`config.mk`:
```
export PLATFORM = sky130hd
export DESIGN_NAME = decode_issue_stage
export DESIGN_NICKNAME = d
export VERILOG_FILES = /design/src/rtl/decode_issue_stage.sv
export SDC_FILE = /design/constraint.sdc
export NUM_CORES = 2
export LEC_CHECK = 0
export ABC_CLOCK_PERIOD_IN_PS = 2350
export BUFFER_PORTS_ARGS = -buffer_cell sky130_fd_sc_hd__buf_2
export CELL_PAD_IN_SITES_DETAIL_PLACEMENT = 0
export CELL_PAD_IN_SITES_GLOBAL_PLACEMENT = 1
export CORE_ASPECT_RATIO = 1.4
export CORE_MARGIN = 1
export CORE_UTILIZATION = 52
export DETAILED_ROUTE_END_ITERATION = 8
export PLACE_DENSITY = 0.9
export SLEW_MARGIN = 0
export SYNTH_ARGS = -nofsm -noshare
export SYNTH_HDL_FRONTEND = slang
export SYNTH_SLANG_ARGS = --single-unit
```
`constraint.sdc`:
```
create_clock -name clk -period 2.35 [get_ports clk]
set_clock_uncertainty 0.05 [all_clocks]
set_input_delay 0.235 -clock clk [delete_from_list [all_inputs] [get_ports clk]]
set_output_delay 0.235 -clock clk [all_outputs]
set_load 0.005 [all_outputs]
```
`src/rtl/decode_issue_stage.sv`:
```
// rtl/decode_issue_stage.sv - RV32I/M decode with ID/EX register, WB bypass, load-use stall and flush
module decode_issue_stage #(
    parameter int XLEN      = 32,
    parameter int NUM_REGS  = 32,
    parameter int WB_BYPASS = 1
) (
    input  logic            clk,
    input  logic            rst,
    input  logic            in_valid,
    output logic            in_ready,
    input  logic [31:0]     in_instr,
    input  logic [XLEN-1:0] in_pc,
    input  logic            wb_en,
    input  logic [4:0]      wb_addr,
    input  logic [XLEN-1:0] wb_data,
    input  logic            ex_load_valid,
    input  logic [4:0]      ex_load_rd,
    input  logic            flush,
    output logic            out_valid,
    input  logic            out_ready,
    output logic [XLEN-1:0] out_pc,
    output logic [XLEN-1:0] out_op1,
    output logic [XLEN-1:0] out_op2,
    output logic [4:0]      out_rs1,
    output logic [4:0]      out_rs2,
    output logic [4:0]      out_rd,
    output logic [XLEN-1:0] out_imm,
    output logic [6:0]      out_opcode,
    output logic [2:0]      out_func3,
    output logic [6:0]      out_func7,
    output logic            out_alu_src,
    output logic            out_mem_write,
    output logic            out_wb_load,
    output logic            out_wb_reg_file,
    output logic [2:0]      out_mem_load_type,
    output logic [1:0]      out_mem_store_type,
    output logic            out_illegal
);

    localparam int AW = $clog2(NUM_REGS);

    localparam logic [6:0] OP_REG    = 7'h33;
    localparam logic [6:0] OP_IMM    = 7'h13;
    localparam logic [6:0] OP_LOAD   = 7'h03;
    localparam logic [6:0] OP_STORE  = 7'h23;
    localparam logic [6:0] OP_BRANCH = 7'h63;
    localparam logic [6:0] OP_JAL    = 7'h6F;
    localparam logic [6:0] OP_JALR   = 7'h67;
    localparam logic [6:0] OP_LUI    = 7'h37;
    localparam logic [6:0] OP_AUIPC  = 7'h17;
    localparam logic [6:0] OP_FENCE  = 7'h0F;
    localparam logic [6:0] OP_SYSTEM = 7'h73;

    typedef struct packed {
        logic [XLEN-1:0] pc;
        logic [XLEN-1:0] imm;
        logic [4:0]      rs1;
        logic [4:0]      rs2;
        logic [4:0]      rd;
        logic [6:0]      opcode;
        logic [2:0]      func3;
        logic [6:0]      func7;
        logic            alu_src;
        logic            mem_write;
        logic            wb_load;
        logic            wb_reg_file;
        logic [2:0]      load_type;
        logic [1:0]      store_type;
        logic            illegal;
    } bundle_t;

    logic [XLEN-1:0] rf_q [NUM_REGS];

    bundle_t         dec;
    bundle_t         bundle_d, bundle_q;
    logic            valid_d, valid_q;
    logic [XLEN-1:0] op1_d, op1_q, op2_d, op2_q;

    logic [31:0]     imm32;
    logic            known_op;
    logic            idx_bad;
    logic            uses_rs2;
    logic            stall;
    logic            capture;
    logic            hold;
    logic            wb_ok;
    logic            hit1, hit2;
    logic [XLEN-1:0] rs1_rf, rs2_rf, rs1_port, rs2_port, rs1_cap, rs2_cap;

    // Writes to x0 and to indices beyond the implemented file are dropped.
    assign wb_ok   = wb_en && (wb_addr != 5'd0) && (32'(wb_addr) < NUM_REGS);
    assign idx_bad = (32'(in_instr[19:15]) >= NUM_REGS) || (32'(in_instr[24:20]) >= NUM_REGS)
                  || (32'(in_instr[11:7]) >= NUM_REGS);

    // Immediate extraction: S, B, J and U formats, I format for everything else.
    always_comb begin
        imm32 = {{20{in_instr[31]}}, in_instr[31:20]};
        case (in_instr[6:0])
            OP_STORE:        imm32 = {{20{in_instr[31]}}, in_instr[31:25], in_instr[11:7]};
            OP_BRANCH:       imm32 = {{19{in_instr[31]}}, in_instr[31], in_instr[7],
                                      in_instr[30:25], in_instr[11:8], 1'b0};
            OP_JAL:          imm32 = {{11{in_instr[31]}}, in_instr[31], in_instr[19:12],
                                      in_instr[20], in_instr[30:21], 1'b0};
            OP_LUI, OP_AUIPC: imm32 = {in_instr[31:12], 12'h000};
            default:         imm32 = {{20{in_instr[31]}}, in_instr[31:20]};
        endcase
    end

    // Control decode; an unknown opcode leaves every write/memory flag cleared.
    always_comb begin
        dec             = '0;
        known_op        = 1'b1;
        dec.pc          = in_pc;
        dec.imm         = XLEN'($signed(imm32));
        dec.rs1         = in_instr[19:15];
        dec.rs2         = in_instr[24:20];
        dec.rd          = in_instr[11:7];
        dec.opcode      = in_instr[6:0];
        dec.func3       = in_instr[14:12];
        dec.func7       = in_instr[31:25];
        case (in_instr[6:0])
            OP_REG:    dec.wb_reg_file = 1'b1;
            OP_IMM:    begin dec.alu_src = 1'b1; dec.wb_reg_file = 1'b1; end
            OP_LOAD:   begin
                dec.alu_src     = 1'b1;
                dec.wb_load     = 1'b1;
                dec.wb_reg_file = 1'b1;
                dec.load_type   = in_instr[14:12];
            end
            OP_STORE:  begin
                dec.alu_src    = 1'b1;
                dec.mem_write  = 1'b1;
                dec.store_type = in_instr[13:12];
            end
            OP_BRANCH: dec.alu_src = 1'b0;
            OP_JAL:    dec.wb_reg_file = 1'b1;
            OP_JALR, OP_LUI, OP_AUIPC: begin dec.alu_src = 1'b1; dec.wb_reg_file = 1'b1; end
            OP_FENCE, OP_SYSTEM: known_op = 1'b1;
            default:   known_op = 1'b0;
        endcase
        dec.illegal = !known_op || idx_bad;
    end

    // Register-file read ports; out-of-range indices read as zero.
    always_comb begin
        rs1_rf = '0;
        rs2_rf = '0;
        if (in_instr[19:15] != 5'd0 && 32'(in_instr[19:15]) < NUM_REGS)
            rs1_rf = rf_q[in_instr[15+AW-1:15]];
        if (in_instr[24:20] != 5'd0 && 32'(in_instr[24:20]) < NUM_REGS)
            rs2_rf = rf_q[in_instr[20+AW-1:20]];
    end

    // The read port optionally sees the write in flight; the pipeline-register load
    // always forwards it so a same-cycle writer is never missed.
    assign hit1     = wb_ok && (wb_addr == in_instr[19:15]);
    assign hit2     = wb_ok && (wb_addr == in_instr[24:20]);
    assign rs1_port = (WB_BYPASS != 0 && hit1) ? wb_data : rs1_rf;
    assign rs2_port = (WB_BYPASS != 0 && hit2) ? wb_data : rs2_rf;
    assign rs1_cap  = hit1 ? wb_data : rs1_port;
    assign rs2_cap  = hit2 ? wb_data : rs2_port;

    // Load-use hazard: rs1 always counts as a use, rs2 only for R/S/B formats.
    assign uses_rs2 = (in_instr[6:0] == OP_REG) || (in_instr[6:0] == OP_STORE)
                   || (in_instr[6:0] == OP_BRANCH);
    assign stall    = in_valid && ex_load_valid && (ex_load_rd != 5'd0)
                   && ((ex_load_rd == in_instr[19:15]) || (uses_rs2 && ex_load_rd == in_instr[24:20]));
    assign in_ready = !stall && (!valid_q || out_ready);
    assign capture  = in_valid && in_ready;
    assign hold     = valid_q && !out_ready;

    // Next state of the ID/EX register: flush beats capture beats hold.
    always_comb begin
        valid_d  = valid_q;
        bundle_d = bundle_q;
        op1_d    = op1_q;
        op2_d    = op2_q;
        if (flush) begin
            valid_d = 1'b0;
        end else if (capture) begin
            valid_d  = 1'b1;
            bundle_d = dec;
            op1_d    = rs1_cap;
            op2_d    = rs2_cap;
        end else if (hold) begin
            if (wb_ok && wb_addr == bundle_q.rs1) op1_d = wb_data;
            if (wb_ok && wb_addr == bundle_q.rs2) op2_d = wb_data;
        end else begin
            valid_d = 1'b0;
        end
    end

    // ID/EX register.
    always_ff @(posedge clk or negedge rst) begin
        if (!rst) begin
            valid_q  <= 1'b0;
            bundle_q <= '0;
            op1_q    <= '0;
            op2_q    <= '0;
        end else begin
            valid_q  <= valid_d;
            bundle_q <= bundle_d;
            op1_q    <= op1_d;
            op2_q    <= op2_d;
        end
    end

    // Register file; write-back commits even while flushing or stalled.
    always_ff @(posedge clk or negedge rst) begin
        if (!rst) begin
            for (int i = 0; i < NUM_REGS; i++) rf_q[i] <= '0;
        end else if (wb_ok) begin
            rf_q[wb_addr[AW-1:0]] <= wb_data;
        end
    end

    assign out_valid          = valid_q;
    assign out_pc             = bundle_q.pc;
    assign out_op1            = op1_q;
    assign out_op2            = op2_q;
    assign out_rs1            = bundle_q.rs1;
    assign out_rs2            = bundle_q.rs2;
    assign out_rd             = bundle_q.rd;
    assign out_imm            = bundle_q.imm;
    assign out_opcode         = bundle_q.opcode;
    assign out_func3          = bundle_q.func3;
    assign out_func7          = bundle_q.func7;
    assign out_alu_src        = bundle_q.alu_src;
    assign out_mem_write      = bundle_q.mem_write;
    assign out_wb_load        = bundle_q.wb_load;
    assign out_wb_reg_file    = bundle_q.wb_reg_file;
    assign out_mem_load_type  = bundle_q.load_type;
    assign out_mem_store_type = bundle_q.store_type;
    assign out_illegal        = bundle_q.illegal;

endmodule
```
Yosys cells after proc, flatten, opt, wreduce, memory -nomap -nowiden
Cells that the tools add are included.
{"block": "word_totals", "elab_cells": 141, "regBits": 1195}
{"block": "classes", "n_mux": 30, "n_lt_le_gt_ge": 4, "reduce_logical": 35, "bitwise": 4, "n_eq_ne": 18}
{"op": "$bwmux W1024", "count": 1}
{"op": "$mux W32", "count": 15}
{"op": "$bmux W32 S5", "count": 2}
{"op": "$demux W32 S5", "count": 1}
{"op": "$pmux W31 S4", "count": 1}
{"op": "$eq A5 B5 Y1", "count": 6}
{"op": "$eq A7 B7 Y1 const B", "count": 4}
{"op": "$eq A7 B6 Y1 const B", "count": 3}
{"op": "$reduce_bool A5 Y1", "count": 4}
{"op": "$ge A6 B6 Y1 const B", "count": 3}
{"op": "$not A5 Y6", "count": 3}
{"op": "$eq A7 B5 Y1 const B", "count": 2}
{"op": "$logic_and A1 B1 Y1", "count": 13}
{"op": "$reduce_or A11 Y1", "count": 1}
{"op": "$mux W1", "count": 8}
{"op": "$eq A7 B2 Y1 const B", "count": 1}
{"op": "$eq A7 B4 Y1 const B", "count": 1}
{"op": "$reduce_or A7 Y1", "count": 1}
{"op": "$lt A6 B1 Y1 const B", "count": 1}
{"op": "$reduce_and A3 Y1", "count": 2}
{"op": "$reduce_bool A2 Y1", "count": 3}
{"op": "$reduce_or A6 Y1", "count": 1}
{"op": "$logic_not A1 Y1", "count": 4}
{"op": "$logic_or A1 B1 Y1", "count": 4}
{"op": "6 further kinds", "count": 6}

Longest topological paths before layout
{"block": "logic_depth", "word_depth": 11, "depth_mapped": 10}

Worst setup path before layout
No wires, ideal clock.
{"block": "synth_timing", "kind": "input port to flip-flop", "from": "input in_instr[15]", "to": "register op1_q[21], in the netlist out_op1[21]", "cell_stages": 9, "required_time_ns": 2.165, "arrival_ns": 1.865, "slack_ns": 0.300, "setup_ns": 0.135, "path_buffers": 4, "path_cell_list": "buf_2 > buf_6 > buf_4 > buf_4 > mux4_2 > mux2i_1 > a22oi_1 > o21ai_0 > o22ai_1"}
{"block": "synth_via", "elab_chain_len": 8, "elab_cells_between_ends": 19, "classes_between": "2 x eq/ne; 6 x mux; 1 x bitwise; 10 x reduce/logical"}
{"item": "from (decl)", "line_no": "11", "source": "input logic [31:0] in_instr,"}
{"item": "parallel branches: the longest is 8 deep, another holds $bmux W32 S5"}
{"item": "to (signal assigned)", "line_no": "203", "source": "op1_q <= op1_d;"}
{"item": "to (decl)", "line_no": "77", "source": "logic [XLEN-1:0] op1_d, op1_q, op2_d, op2_q;"}
Several ways; the timed one is not identified. The select of a mux whose other input is x is not followed.
A chain may end at the register's enable or synchronous reset.

Worst setup path after layout
{"block": "layout_timing", "from": "input in_instr[5]", "to": "output in_ready"}
{"block": "layout_via", "elab_chain_len": 8, "elab_cells_between_ends": 10, "classes_between": "3 x eq/ne; 7 x reduce/logical"}
{"item": "$eq A7 B6 Y1", "line_no": "164", "source": "assign uses_rs2 = (in_instr[6:0] == OP_REG) || (in_instr[6:0] == OP_STORE)"}
{"item": "$logic_or A1 B1 Y1", "line_no": "164"}
{"item": "$logic_or A1 B1 Y1 (*)", "line_no": "165", "source": "|| (in_instr[6:0] == OP_BRANCH);"}
{"item": "$logic_and A1 B1 Y1 (*)", "line_no": "167", "source": "&& ((ex_load_rd == in_instr[19:15]) || (uses_rs2 && ex_load_rd == in_instr[24:20]));"}
{"item": "$logic_or A1 B1 Y1 (*)", "line_no": "167"}
{"item": "$logic_and A1 B1 Y1 (*)", "line_no": "167"}
{"item": "$logic_not A1 Y1 (*)", "line_no": "168", "source": "assign in_ready = !stall && (!valid_q || out_ready);"}
{"item": "$logic_and A1 B1 Y1 (*)", "line_no": "168"}
{"item": "to (decl)", "line_no": "10", "source": "output logic in_ready,"}
Mark *: on every way between the ends. The rest lies on a longest branch, timed or not.

==> impl_metrics.toml <==
[timing]
tns_ns = 0
fin_crit_sh = 0.9801
tightestPinTransition_ns = 0.9275
grt_setup_unrepaired = "no"
fmax_mhz = 434.2
min_period_ns = 2.303
final_max_slew_viol_count = 0
hold_viol = 0
holdWs_ns = 0.04097
slew_headroom = 0.3804
finalSetupViolCount = 0

[floorplanning]
die_area_mm2 = 0.1214
placementRows = 150
ios = 285
chipWidth_um = 294.8
start_util = 0.5236
die_height_um = 411.9
fp.coreArea_mm2 = 0.1192

[place]
placed_area_mm2 = 0.06893
dp_hpwl_um = 141800
place.gp.congestion = 0.9454
port_buffers = 284

[route]
vias = 46420
drtIter0Drc = 5340
drc_errors = 0
wl_um = 217400
viasPerCell = 6.851
firstDrtPassIters = 6
ant_nets = 0
wire_per_inst_um = 32.08

[grt]
grt_antenna_before_repair = 17
grt_usage = 0.3603
grt_pass1_vias = 48100
grt_pass1_wl_um = 320000
overflow = 0
grt_max_degree = 108

[synthesis]
async_flop_share = 1.000
ys.flop_type = "dfrtp_1"
synth_cell_type_count = 62
synth_area_mm2 = 0.06240
avgSynthCellArea_um2 = 13.25
syn_inst = 4711
yosysSeqAreaShare = 0.4788
synth_seq_cells = 1194
synth_nets = 4824
ys_warn_count = 0
synth_edf_count = 0

[cts]
cts_buffer_depth = 3
cts_buffers = 113
cts_tree = "done"
cts_sinks = 1194
htree_levels = 3
cts_root_buffer = "clkbuf_16"
hold_buffers = 64
post_cts_buffers = 0
insertion_delay_ns = 0.74
cts_resized = 0
cts.reportedPaths.clkPinSlew_ns = 0.07

[setup_path]
cpMostUsedCell = "buf_2"
crit_buf_inv = 5
crit_arrival_ns = 2.02
end_kind = "output port"
crit_fanout = 7
crit_chain = "dlygate4sd3_1 -> buf_2 -> o2111ai_1 -> buf_4 -> o22a_2 -> buf_12 -> o21a_1 -> buf_2"
cpMaxStageDelayCell = "dlygate4sd3_1"
cpPeakStageDelay_ns = 0.52
worst-setup-path-type = "in -> out"
critPathRequiredTime_ns = 2.07
start_kind = "input port"
crit_family = "buffers and inverters"

[power]
p_leak_nw = 33.25
powerDensity_mw_per_mm2 = 812.1
finalPower_mw = 59.60
peakVddDrop_uv = 635.9

[job]
cap_viol_max_count = 0

[final_layout]
nets = 5201
fillCellCount = 8870
final_util = 0.6158
final_cell_area_mm2 = 0.07339
drive_above_1_share = 0.4298
syn2layout_area_growth_pct = 17.61

[worst_hold_path]
hold_class = "in -> reg"

[outcome]
status = "complete, no violations"
registers in the layout, indices dropped and copies added, names as in the netlist, 6 cells and up:
name / cells
out_imm: 32
rf_q: 1024
out_opcode: 7
out_op1: 32
out_pc: 32
out_func7: 6
out_op2: 32
placed cells by master, fill, tap and decap left out, types with 6 or more instances in the layout:
| cell type | synthesis | layout |
|---|---|---|
| dfrtp_1 | 1194 | 1194 |
| mux2_2 | 1001 | 1001 |
| mux2i_1 | 606 | 606 |
| buf_2 | 169 | 278 |
| buf_4 | 9 | 261 |
| mux4_2 | 250 | 250 |
| a22oi_1 | 216 | 216 |
| buf_12 | 0 | 156 |
| nand3_1 | 142 | 142 |
| a21oi_1 | 134 | 134 |
| clkbuf_16 | 0 | 115 |
| o21ai_0 | 108 | 108 |
| nand2_1 | 95 | 79 |
| nor2_1 | 92 | 74 |
| dlygate4sd3_1 | 0 | 64 |
| mux2_1 | 53 | 53 |
| o22ai_1 | 44 | 44 |
| nand4_1 | 36 | 36 |
| a221oi_1 | 31 | 31 |
| a21oi_2 | 30 | 30 |
| clkinv_2 | 0 | 25 |
| clkbuf_8 | 0 | 24 |
| a211o_1 | 23 | 23 |
| clkbuf_1 | 242 | 21 |
| o221ai_1 | 20 | 20 |
| xnor2_1 | 18 | 18 |
| nor2_4 | 0 | 17 |
| nor2b_1 | 22 | 16 |
| nand2_2 | 0 | 16 |
| xor2_1 | 12 | 12 |
| a211oi_1 | 12 | 12 |
| bufinv_16 | 0 | 11 |
| and3_1 | 6 | 6 |
cell families after synthesis:
logic type,count (synthesis),synth area share
compound gates,639,0.06924
xor+xnor,30,0.004211
buf+inv,507,0.03671
flops,1194,0.4788
mux,1910,0.3776
simple gates,431,0.03339
path summary, 6_finish.rpt:
path	start	to	slack, ns	cells past startpoint
min reg2reg	rf_q[1011]$_DFFE_PN0P_	rf_q[1011]$_DFFE_PN0P_	0.35	0
min	wb_data[18]	out_op1[18]$_DFFE_PN0P_	0.04	3
max reg2reg	out_valid$_DFFE_PN0P_	out_op1[26]$_DFFE_PN0P_	0.09	7
min in group asynchronous	rst	rf_q[42]$_DFFE_PN0P_	0.53	3
max in group asynchronous	rst	rf_q[362]$_DFFE_PN0P_	0.28	4
max	in_instr[5]	in_ready	0.05	8
final cells by class:
cell class              count  area, um^2  share of cell area
repair buffers            764        7188             0.09794
flip-flops and latches   1194       29880              0.4071
diodes                      3       7.507           0.0001023
well taps                1596        1997             0.02721
clock buffers             159        3273             0.04460
clock inverters            45       539.3            0.007348
inverters                   5       18.77           0.0002557
multi-input cells        3010       30490              0.4154
worst reg2reg max path: cells and delay by family (launching register included):
kind            cells  cell delay, ns
flops               1            0.34
compound gates      4            0.83
simple gates        2            0.73
buf+inv             1            0.20
power by group:
group | switching, mW | internal (mW)
sequential | 3.25 | 24.4
clock | 8.23 | 10.9
combinational | 5.79 | 7.01
total | 17.3 | 42.3
synth_stat cells (all sizes together) (2+ instances only):
master	number	area share
mux2	1054	0.19
buf	260	0.022
o211ai	6	0.0011
a221oi	31	0.0044
or2	3	0.00030
and3	6	0.00060
and2	6	0.00060
nand2b	2	0.00020
o22ai	44	0.0044
o21ai	109	0.0088
nand3b	5	0.00060
a211o	23	0.0032
a21oi	164	0.015
mux2i	606	0.097
nor4	2	0.00020
nor2	92	0.0055
xor2	12	0.0017
or3	3	0.00030
nand4	36	0.0036
xnor2	18	0.0025
clkbuf	242	0.015
mux4	250	0.090
nand2	95	0.0057
nand3	142	0.011
nor2b	22	0.0022
dfrtp	1194	0.48
a22oi	216	0.026
a211oi	13	0.0016
nor3	4	0.00032
nor3b	5	0.00060
or4	2	0.00030
or3b	2	0.00028
o221ai	21	0.0030
inv	5	0.00030
per-layer routing:
layer  track usage  vias up  part of all wire
li1              -    18520                 -
met1        0.4407    24020              0.36
met2        0.5557     2929              0.46
met3       0.07521      926             0.096
met4        0.2857       26             0.090
met5             0        -           0.00081
stage by stage:
step                      setup slack, ns  instances
after global routing              0.01408       6775
after detailed placement          -0.2493       6505
after floorplan                    0.3002       4711
final                             0.04675       6776
after global placement            -0.1678       6505
after CTS                         0.07154       6773
No activity file was read; power rests on OpenSTA's default activity.
